[src/rtl/tmds_video_timing_ctrl.sv]
// rtl/tmds_video_timing_ctrl.sv - video raster timing and TMDS encoder scheduler
//
// Purpose: generates the h/v raster, pulls pixels from an upstream valid/ready
// source during active video and drives the three TMDS encoders with
// registered, mutually aligned data/control/disp_en (1 cycle latency).
//
// Ports:
//   i_clk, i_reset         pixel clock, synchronous active-high reset
//   i_enable               run request, sampled only in PARK and at frame end
//   i_pix_valid/i_pix_data upstream pixel {R,G,B}; o_pix_ready is combinational
//   o_disp_en              1 = data period on all three encoders
//   o_ctrl_b/_g/_r         encoder control; blue carries {vsync,hsync}
//   o_data_r/_g/_b         encoder pixel data
//   o_hcount/o_vcount      raster position of the current output
//   o_frame_start          pulse with the output of position (0,0)
//   o_underflow            sticky, cleared by i_underflow_clr (set wins)
module tmds_video_timing_ctrl #(
    parameter int H_ACTIVE = 640,
    parameter int H_FP     = 16,
    parameter int H_SYNC   = 96,
    parameter int H_BP     = 48,
    parameter int V_ACTIVE = 480,
    parameter int V_FP     = 10,
    parameter int V_SYNC   = 2,
    parameter int V_BP     = 33,
    parameter bit HS_POL   = 1'b0,
    parameter bit VS_POL   = 1'b0
) (
    input  logic        i_clk,
    input  logic        i_reset,
    input  logic        i_enable,
    input  logic        i_pix_valid,
    input  logic [23:0] i_pix_data,
    input  logic        i_underflow_clr,
    output logic        o_pix_ready,
    output logic        o_disp_en,
    output logic [1:0]  o_ctrl_b,
    output logic [1:0]  o_ctrl_g,
    output logic [1:0]  o_ctrl_r,
    output logic [7:0]  o_data_r,
    output logic [7:0]  o_data_g,
    output logic [7:0]  o_data_b,
    output logic [11:0] o_hcount,
    output logic [11:0] o_vcount,
    output logic        o_frame_start,
    output logic        o_underflow
);

    localparam int H_TOTAL = H_ACTIVE + H_FP + H_SYNC + H_BP;
    localparam int V_TOTAL = V_ACTIVE + V_FP + V_SYNC + V_BP;

    // Thresholds are 13 bits so a sync region ending exactly at 4096 still compares correctly.
    localparam logic [11:0] H_LAST   = 12'(H_TOTAL - 1);
    localparam logic [11:0] V_LAST   = 12'(V_TOTAL - 1);
    localparam logic [12:0] H_ACT    = 13'(H_ACTIVE);
    localparam logic [12:0] V_ACT    = 13'(V_ACTIVE);
    localparam logic [12:0] HS_START = 13'(H_ACTIVE + H_FP);
    localparam logic [12:0] HS_END   = 13'(H_ACTIVE + H_FP + H_SYNC);
    localparam logic [12:0] VS_START = 13'(V_ACTIVE + V_FP);
    localparam logic [12:0] VS_END   = 13'(V_ACTIVE + V_FP + V_SYNC);

    typedef enum logic {
        PARK = 1'b0,
        RUN  = 1'b1
    } state_t;

    state_t      r_state;
    state_t      w_state_nxt;
    logic [11:0] r_h;
    logic [11:0] r_v;
    logic [11:0] w_h_nxt;
    logic [11:0] w_v_nxt;

    logic        w_run;
    logic [12:0] w_h13;
    logic [12:0] w_v13;
    logic        w_active;
    logic        w_hs;
    logic        w_vs;
    logic        w_consume;

    logic        r_disp_en;
    logic [1:0]  r_ctrl_b;
    logic [23:0] r_data;
    logic [11:0] r_hcount;
    logic [11:0] r_vcount;
    logic        r_frame_start;
    logic        r_underflow;

    always_ff @(posedge i_clk) begin
        if (i_reset) begin
            r_state <= PARK;
            r_h     <= 12'd0;
            r_v     <= 12'd0;
        end else begin
            r_state <= w_state_nxt;
            r_h     <= w_h_nxt;
            r_v     <= w_v_nxt;
        end
    end

    always_comb begin
        w_state_nxt = r_state;
        w_h_nxt     = r_h;
        w_v_nxt     = r_v;
        case (r_state)
            PARK: begin
                w_h_nxt = 12'd0;
                w_v_nxt = 12'd0;
                if (i_enable) begin
                    w_state_nxt = RUN;
                end
            end
            RUN: begin
                if (r_h == H_LAST) begin
                    w_h_nxt = 12'd0;
                    if (r_v == V_LAST) begin
                        // Frame boundary: the only point where enable is honoured while running.
                        w_v_nxt = 12'd0;
                        if (!i_enable) begin
                            w_state_nxt = PARK;
                        end
                    end else begin
                        w_v_nxt = r_v + 12'd1;
                    end
                end else begin
                    w_h_nxt = r_h + 12'd1;
                end
            end
            default: begin
                w_state_nxt = PARK;
                w_h_nxt     = 12'd0;
                w_v_nxt     = 12'd0;
            end
        endcase
    end

    assign w_run     = (r_state == RUN);
    assign w_h13     = {1'b0, r_h};
    assign w_v13     = {1'b0, r_v};
    assign w_active  = w_run && (w_h13 < H_ACT) && (w_v13 < V_ACT);
    assign w_hs      = w_run && (w_h13 >= HS_START) && (w_h13 < HS_END);
    assign w_vs      = w_run && (w_v13 >= VS_START) && (w_v13 < VS_END);
    assign w_consume = w_active && i_pix_valid;

    always_ff @(posedge i_clk) begin
        if (i_reset) begin
            r_disp_en     <= 1'b0;
            r_ctrl_b      <= {~VS_POL, ~HS_POL};
            r_data        <= 24'd0;
            r_hcount      <= 12'd0;
            r_vcount      <= 12'd0;
            r_frame_start <= 1'b0;
            r_underflow   <= 1'b0;
        end else begin
            // Active video keeps disp_en high even without a pixel; the raster never stalls.
            r_disp_en     <= w_active;
            r_ctrl_b      <= {w_vs ^ ~VS_POL, w_hs ^ ~HS_POL};
            r_data        <= w_consume ? i_pix_data : 24'd0;
            r_hcount      <= r_h;
            r_vcount      <= r_v;
            r_frame_start <= w_run && (r_h == 12'd0) && (r_v == 12'd0);
            if (w_active && !i_pix_valid) begin
                r_underflow <= 1'b1;
            end else if (i_underflow_clr) begin
                r_underflow <= 1'b0;
            end
        end
    end

    assign o_pix_ready   = w_active;
    assign o_disp_en     = r_disp_en;
    assign o_ctrl_b      = r_ctrl_b;
    assign o_ctrl_g      = 2'b00;
    assign o_ctrl_r      = 2'b00;
    assign o_data_r      = r_data[23:16];
    assign o_data_g      = r_data[15:8];
    assign o_data_b      = r_data[7:0];
    assign o_hcount      = r_hcount;
    assign o_vcount      = r_vcount;
    assign o_frame_start = r_frame_start;
    assign o_underflow   = r_underflow;

endmodule

[config.mk]
export PLATFORM = sky130hd
export DESIGN_NAME = tmds_video_timing_ctrl
export DESIGN_NICKNAME = d
export VERILOG_FILES = /design/src/rtl/tmds_video_timing_ctrl.sv
export SDC_FILE = /design/constraint.sdc
export NUM_CORES = 1
export LEC_CHECK = 0
export ABC_CLOCK_PERIOD_IN_PS = 2300
export CORE_UTILIZATION = 38
export DETAILED_ROUTE_END_ITERATION = 8
export PLACE_DENSITY = 0.68
export SLEW_MARGIN = 20
export SYNTH_ARGS = -nofsm -noshare
export SYNTH_HDL_FRONTEND = slang
export SYNTH_SLANG_ARGS = --single-unit
[constraint.sdc]
create_clock -name i_clk -period 2.3 [get_ports i_clk]
set_clock_uncertainty 0.15 [all_clocks]
set_input_delay 0.345 -clock i_clk [delete_from_list [all_inputs] [get_ports i_clk]]
set_output_delay 0.345 -clock i_clk [all_outputs]
set_load 0.1 [all_outputs]
== After elaboration in Yosys (flattened, before gate mapping) ==
Index checks and enable logic that the tools add are counted.
Word-level totals
  register bits: 78
  input bits: 29
  output and inout port bits: 58
  logic and storage cells: 51
Cells by class
  add/subtract/negate cells: 2
  $lt $le $gt $ge: 6
  eq/ne operators: 3
  muxes and demuxes: 11
  bitwise operators: 4
  reductions and logical operators: 15
Operators with widths (number)
  $pmux 12 s2: 2
  $mux 12: 3
  $add 12x1->12 const B: 2
  $eq 12x10->1 const B: 2
  $logic_not 12->1: 2
  $lt 12x10->1 const B: 2
  $lt 12x9->1 const B: 2
  $ge 12x10->1 const B: 1
  $ge 12x9->1 const B: 1
  $logic_and 1x1->1: 10
  $mux 1: 5
  $not 1->1: 4
  $ne 2x1->1 const B: 1
  $pmux 1 s2: 1
  $reduce_bool 2->1: 1
  $reduce_or 2->1: 1
  $logic_not 1->1: 1

== Longest topological paths before layout ==
Gate-level depths: netlist (run 1).
  word-level depth: 6
  gate-level depth with buffers: 7
  depth with buffers taken out: 6

== Least setup slack after synthesis (run 1) ==
No wires, ideal clock.
  path kind: register to output
  from: reg r_v[10]
  to: out o_pix_ready
  arrival: 2.021 ns
  data required time: 1.805 ns
  path slack: -0.216 ns
  stages on the path, launching flop included: 4
  buffers on the path: 0
  cell sequence: dfxtp_1 -> nor3_1 -> o211ai_1 -> nor2_1
On the way
  cells in the longest elaborated chain, start to end: 2
RTL lines
  start: declaration: RTL line 70  | logic [11:0] r_v;
  start signal: assignment: RTL line 98  | r_v <= w_v_nxt;
  $lt 12x9->1: RTL line 141  | assign w_active = w_run && (w_h13 < H_ACT) && (w_v13 < V_ACT);
  $logic_and 1x1->1: RTL line 141
  end: declaration: RTL line 35  | output logic o_pix_ready,
Every way passes these cells.

== Worst setup path after layout (run 1) ==
  from: reg r_v[5]
  to: out o_pix_ready
The elaborated chain is that of the path after synthesis.

==> run metrics, run 1 <==
outcome completed; largest net degree at the start of global routing 25; Worst-path clk slew 80 ps; Post-CTS Repair Setup Buffers 0; CTS buffer count 9; count leader, synth dfxtp_1; internal power 2.10 mW; DP Area 3650 um2; Synth Instances 285; first-pass GRT wire length 9.57 mm; peak supply drop 0.278 mV; hold_buf cts 0; Bufs and invs on worst path 1; htree depth 3; Ports 87; sw frac 25.3%; P_leak 1.57 nW; crit-path cells nand4_1, o211ai_1, nor2_2, buf_12; critical-path maximum fanout 8; total global routing track utilization 16.1%; # rows 31; final critical-path required period 2160 ps; core box area 7250 um2; DRC violations left 0; setup TNS 0 ps; RSZ-0062 raised after global routing no; Buffers on Ports 82; synth unique cells 44; clk root buf clkbuf_8; vias in the first global route 2069; pre-CTS setup slack 239 ps; Vias 2260; CTS tree done; Crit Path Class register to output pin; Arr. time, crit path 1670 ps; Total Die Area 7840 um2; Initial Util 39.2%; YS warnings 0; Synth area leader dfxtp_1; #FFs+latches synth 78; top-area cell type share of the netlist area 54.9%; Final WS setup 137 ps; vias per cell 4.75; post-route cell area 3880 um2; initial antenna violation count 0; gpl congestion 0.821; synthesized area per cell 9.99 um2; Hold Path Class register to register; crit end category output pin; Reg power frac 49.0%; crit share post-route 94.0%; Num Clock Sinks 78; proportion of layout cells with a drive suffix above 1 23.3%; Commonest cells post-synth dfxtp_1, and2_1, nor2_1, nor2b_1, nand3_1; Skew-Pair Late Insertion Delay 350 ps; highest clock rate 462 MHz; startpoint types register; number of max-cap violations 0; number of synthesized flops with an enable pin 0; Max Slew Vio Count 0; Netlist Area Pre-Place 2850 um2; ANT nets after route 0; final-report hold violation count 0; hold_ws 331 ps; Worst Path Required 1800 ps; Clock Power Share 40.3%; max incr delay on CP 480 ps; Top FF cell, synth dfxtp_1; Pre-antenna DRT Iters 4; Die W 88.6 um; Detailed Route WL 6.13 mm; Final setup viols 0; cell family with most CP delay flip-flops; Gate power share 10.7%; share of flip-flops with an asynchronous set or reset 0%; ant diodes 0; Nets 405; Wirelength per Cell 12.9 um; DR iter-0 viols 98; GRT overflow 0; Die Ht 88.6 um; Final HPWL DP 4.40 mm; NetSw 0.710 mW; top post-synthesis cells by area dfxtp_1, and2_1, nor2b_1; post-synthesis sequential area ratio 54.9%; clock tree buffer depth 2; synth-to-layout area growth 36.4%; slowest CP cell dfxtp_1; Power Density 724 nW/um2
area by class of cell:
type                            instances  area (um2)
Fill cell                             645        3370
Sequential cell                        78        1560
Multi-Input combinational cell        184        1180
Timing Repair Buffer                   91         766
Clock buffer                           11         141
Tap cell                               99         124
Clock inverter                          5        82.6
Inverter                                8        30.0
path summary, 6_finish.rpt:
path	to	startpoint	depth (start not counted)	slack [ps]
max	o_pix_ready	r_v[5]	4	140
min	o_underflow	o_underflow	2	330
min reg2reg	o_underflow	o_underflow	2	330
max reg2reg	r_v[7]	r_h[0]	5	220
cell usage in the layout (no fill, tap or decap), types with 2 or more instances in the layout:
| cell | n |
|---|---|
| buf_4 | 62 |
| nand3_1 | 14 |
| o211ai_1 | 2 |
| ha_1 | 4 |
| nand4b_1 | 3 |
| clkdlybuf4s50_1 | 28 |
| clkbuf_8 | 10 |
| nor4b_1 | 2 |
| a21oi_1 | 8 |
| nand4_1 | 8 |
| inv_1 | 8 |
| and2_1 | 24 |
| bufinv_16 | 2 |
| xnor2_1 | 5 |
| conb_1 | 4 |
| and4_1 | 4 |
| nand2_1 | 12 |
| dfxtp_1 | 78 |
| nor3_1 | 5 |
| nand2b_1 | 3 |
| o31ai_1 | 3 |
| nor2b_1 | 21 |
| or4_1 | 4 |
| clkinvlp_4 | 3 |
| and3_1 | 5 |
| nor2_1 | 21 |
| a311oi_1 | 2 |
| nor3_2 | 2 |
| or3_1 | 5 |
| xor2_1 | 6 |
| o21ai_0 | 4 |
logic make-up after synthesis:
logic type,count (synthesis),synth area share (%)
compound gates,24,6.15
xor+xnor,11,3.38
fa+ha+maj,4,1.76
buf+inv,26,4.48
flops,78,54.9
other cells,1,0.132
simple gates,141,29.2
worst reg2reg max path, stage by stage (launching register included):
cell	delay [ps]
dfxtp_1	400
ha_1	230
and3_1	330
a41oi_4	230
or4_4	560
a21oi_2	140
power by group through the flow:
stage	Combinational, mW	Sequential, mW	Clock (mW)
3_3_place_gp	0.301	1.41	0
2_1_floorplan	0.0910	1.53	0
3_5_place_dp	0.301	1.41	0
4_1_cts	0.302	1.38	1.16
5_1_grt	0.314	1.38	1.21
6_report	0.300	1.38	1.13
metrics by stage:
step / instances / utilization [%] / total power, mW
after floorplan: 288 / - / 1.62
after global placement: 460 / 50.4 / 1.71
after detailed placement: 460 / 50.4 / 1.71
after CTS: 476 / 53.4 / 2.84
after global routing: 476 / 53.5 / 2.91
final: 476 / 53.5 / 2.81
metal layers:
layer / share of wire, % / global-route usage [%] / wire length [um]
met1: 47 / 20.8 / 2890
met2: 41 / 24.1 / 2500
met3: 10 / 5.97 / 640
met4: 1.5 / 6.60 / 93
met5: 0 / 0 / 0
state kept, by name, summed over array words and instances, names as in the netlist:
signal / flops
r_data: 24
o_hcount: 12
o_vcount: 12
r_h: 12
r_v: 12
o_ctrl_b: 2
o_disp_en: 1
o_frame_start: 1
o_underflow: 1
r_state: 1
repair_timing:
action | in CTS | in global routing
gates resized for setup | 0 | 1
endpoints found under the setup margin | 0 | 1
endpoints found under the hold margin | 0 | 0
(Power assumes the default switching activity.)
==> run 2: changes to the inputs <==
--- a/config.mk
+++ b/config.mk
@@ -9,6 +9,7 @@
 export CORE_UTILIZATION = 38
 export DETAILED_ROUTE_END_ITERATION = 8
 export PLACE_DENSITY = 0.68
+export SETUP_SLACK_MARGIN = 0.2
 export SLEW_MARGIN = 20
 export SYNTH_ARGS = -nofsm -noshare
 export SYNTH_HDL_FRONTEND = slang
==> run 2 against run 1 <==
- worst hold slack is essentially flat
- sequential power barely moved
- die area stayed put
- clock power is essentially flat
- final cell count grew 0.63%
- highest routed layer unchanged
- non-clock buffer count increased by 3
- combinational power about the same
- critical endpoint unchanged
- via count increased by 1.5%
- clock-buffer cell count did not move
- sequential cell count unchanged
==> run metrics, run 2 (synthesis gave the netlist of run 1 again) <==
Nets 408 (+0.74%); DR WL met2 2.55 mm (+1.9%); RR Startpoint r_h[4]; Hold Path Class register to register; Metal-1 WL 2.93 mm (+1.5%); Vias 2293 (+1.5%); Final HPWL DP 4.40 mm (unchanged); sw frac 25.3% (about the same); commonest non-fill, non-tap cell in the layout dfxtp_1; P_leak 1.59 nW (+0.89%); pre-CTS setup slack 239 ps (unchanged); final critical-path required period 2000 ps (-164 ps); number of max-cap violations 0 (unchanged); Worst Path Required 1800 ps (about the same); cell family with most CP delay flip-flops; Final WS setup 301 ps (+164 ps); DR iter-0 viols 87 (-11%); Wirelength per Cell 12.9 um (+0.22%); Most flops, register r_data; Final setup viols 0 (unchanged); post-route cell area 3910 um2 (+0.77%); core box area 7250 um2 (unchanged); slowest CP cell dfxtp_1; vias in the first global route 2077 (+0.39%); internal power 2.10 mW (about the same); RSZ-0062 raised after global routing no; CTS buffer count 9 (unchanged); ANT nets after route 0 (unchanged); GRT overflow 0 (unchanged); Crit Path Class register to output pin; vias per cell 4.79 (+0.82%); DRC violations left 0 (unchanged); crit end category output pin; max reg flops 24 (unchanged); clock tree buffer depth 2 (unchanged); highest clock rate 500 MHz (+8.2%); Num Clock Sinks 78 (unchanged); routed wl met3 606 um (-5.3%); Power Density 719 nW/um2 (-0.77%); largest net degree at the start of global routing 25 (unchanged); Bufs and invs on worst path 1 (unchanged); Detailed Route WL 6.18 mm (+0.85%); total global routing track utilization 16.1% (+0.039 points); final-report hold violation count 0 (unchanged); Initial Util 39.2% (unchanged); crit share post-route 86.9% (-7.1 points); Clock Power Share 40.3% (about the same); Ports 87 (unchanged); DP Area 3650 um2 (unchanged); first-pass GRT wire length 9.59 mm (+0.22%); peak supply drop 0.278 mV (about the same); Arr. time, crit path 1500 ps (-170 ps); initial antenna violation count 0 (unchanged); ant diodes 0 (unchanged); Worst-path clk slew 80 ps (about the same); power consumption 2.81 mW (about the same); htree depth 3 (unchanged); Reg power frac 49.0% (about the same); startpoint types register; Skew-Pair Late Insertion Delay 340 ps (about the same); Pre-antenna DRT Iters 4 (unchanged); proportion of layout cells with a drive suffix above 1 24.7% (+1.4 points); clk root buf clkbuf_8; max incr delay on CP 480 ps (about the same); outcome completed; Buffers on Ports 82 (unchanged); worst hold start o_underflow; gpl congestion 0.821 (unchanged); setup TNS 0 ps (unchanged); Die Ht 88.6 um (unchanged); Gate power share 10.7% (about the same); Max Slew Vio Count 0 (unchanged); Critical Path Source r_h[7]; synth-to-layout area growth 37.4%; commonest non-fill, non-tap cells in the layout dfxtp_1, buf_4, clkdlybuf4s50_1; # rows 31 (unchanged); NetSw 0.710 mW (about the same); Die W 88.6 um (unchanged); critical-path maximum fanout 6 (-2); CTS tree done; top layer in use met4; crit-path cells nand4bb_1, o211ai_1, nor2_2, buf_12; Total Die Area 7840 um2 (unchanged)
## run 2: changes by cell type in the layout (fill, tap and decap cells not counted), sizes merged
cell,previous run,this run
buf,63,66
## run 2: power by group through the flow
| stage | Clock, mW | Combinational (mW) | Sequential, mW |
|---|---|---|---|
| after floorplan | 0 | 0.0910 | 1.53 |
| after global placement | 0 | 0.301 | 1.41 |
| after detailed placement | 0 | 0.301 | 1.41 |
| after CTS | 1.16 | 0.302 | 1.38 |
| after global routing | 1.21 | 0.314 | 1.38 |
| final | 1.13 | 0.300 | 1.38 |
## run 2: path summary, 6_finish.rpt
path	slack [ps]	to	depth (start not counted)
worst max-delay path	300	o_pix_ready	4
worst min-delay path	330	o_underflow	2
worst max register to register	310	r_v[7]	4
worst min register to register	330	o_underflow	2
## run 2: worst min-delay path, stage by stage (launching register included)
cell	delay, ps
dfxtp_1	310
nand2b_1	70
a21oi_1	60
## run 2: layer usage
metal	vias up	GRT usage, %
met4	0	6.60
met2	92	24.3
met1	1051	20.8
met5	-	0
met3	7	5.97
li1	1143	-
## run 2: layout make-up
class	instances	area (um2)
inverters	8	30.0
fillers	643	3340
repair buffers	94	788
multi-input cells	184	1180
clock buffers	11	141
well taps	99	124
clock inverters	5	82.6
flip-flops and latches	78	1560
## run 2: repair_timing
item	4_1_cts	5_1_grt
buffers inserted	1	2
gates resized for setup	1	4
pin swaps	2	3
hold buffers	0	0
setup endpoints to repair	1	5
## run 2: per-stage QoR
step | util, % | instances | hold WS, ps
5_1_grt | 53.9 | 479 | 370
3_3_place_gp | 50.4 | 460 | 304
3_5_place_dp | 50.4 | 460 | 318
2_1_floorplan | - | 288 | 287
6_report | 53.9 | 479 | 331
4_1_cts | 53.6 | 477 | 339
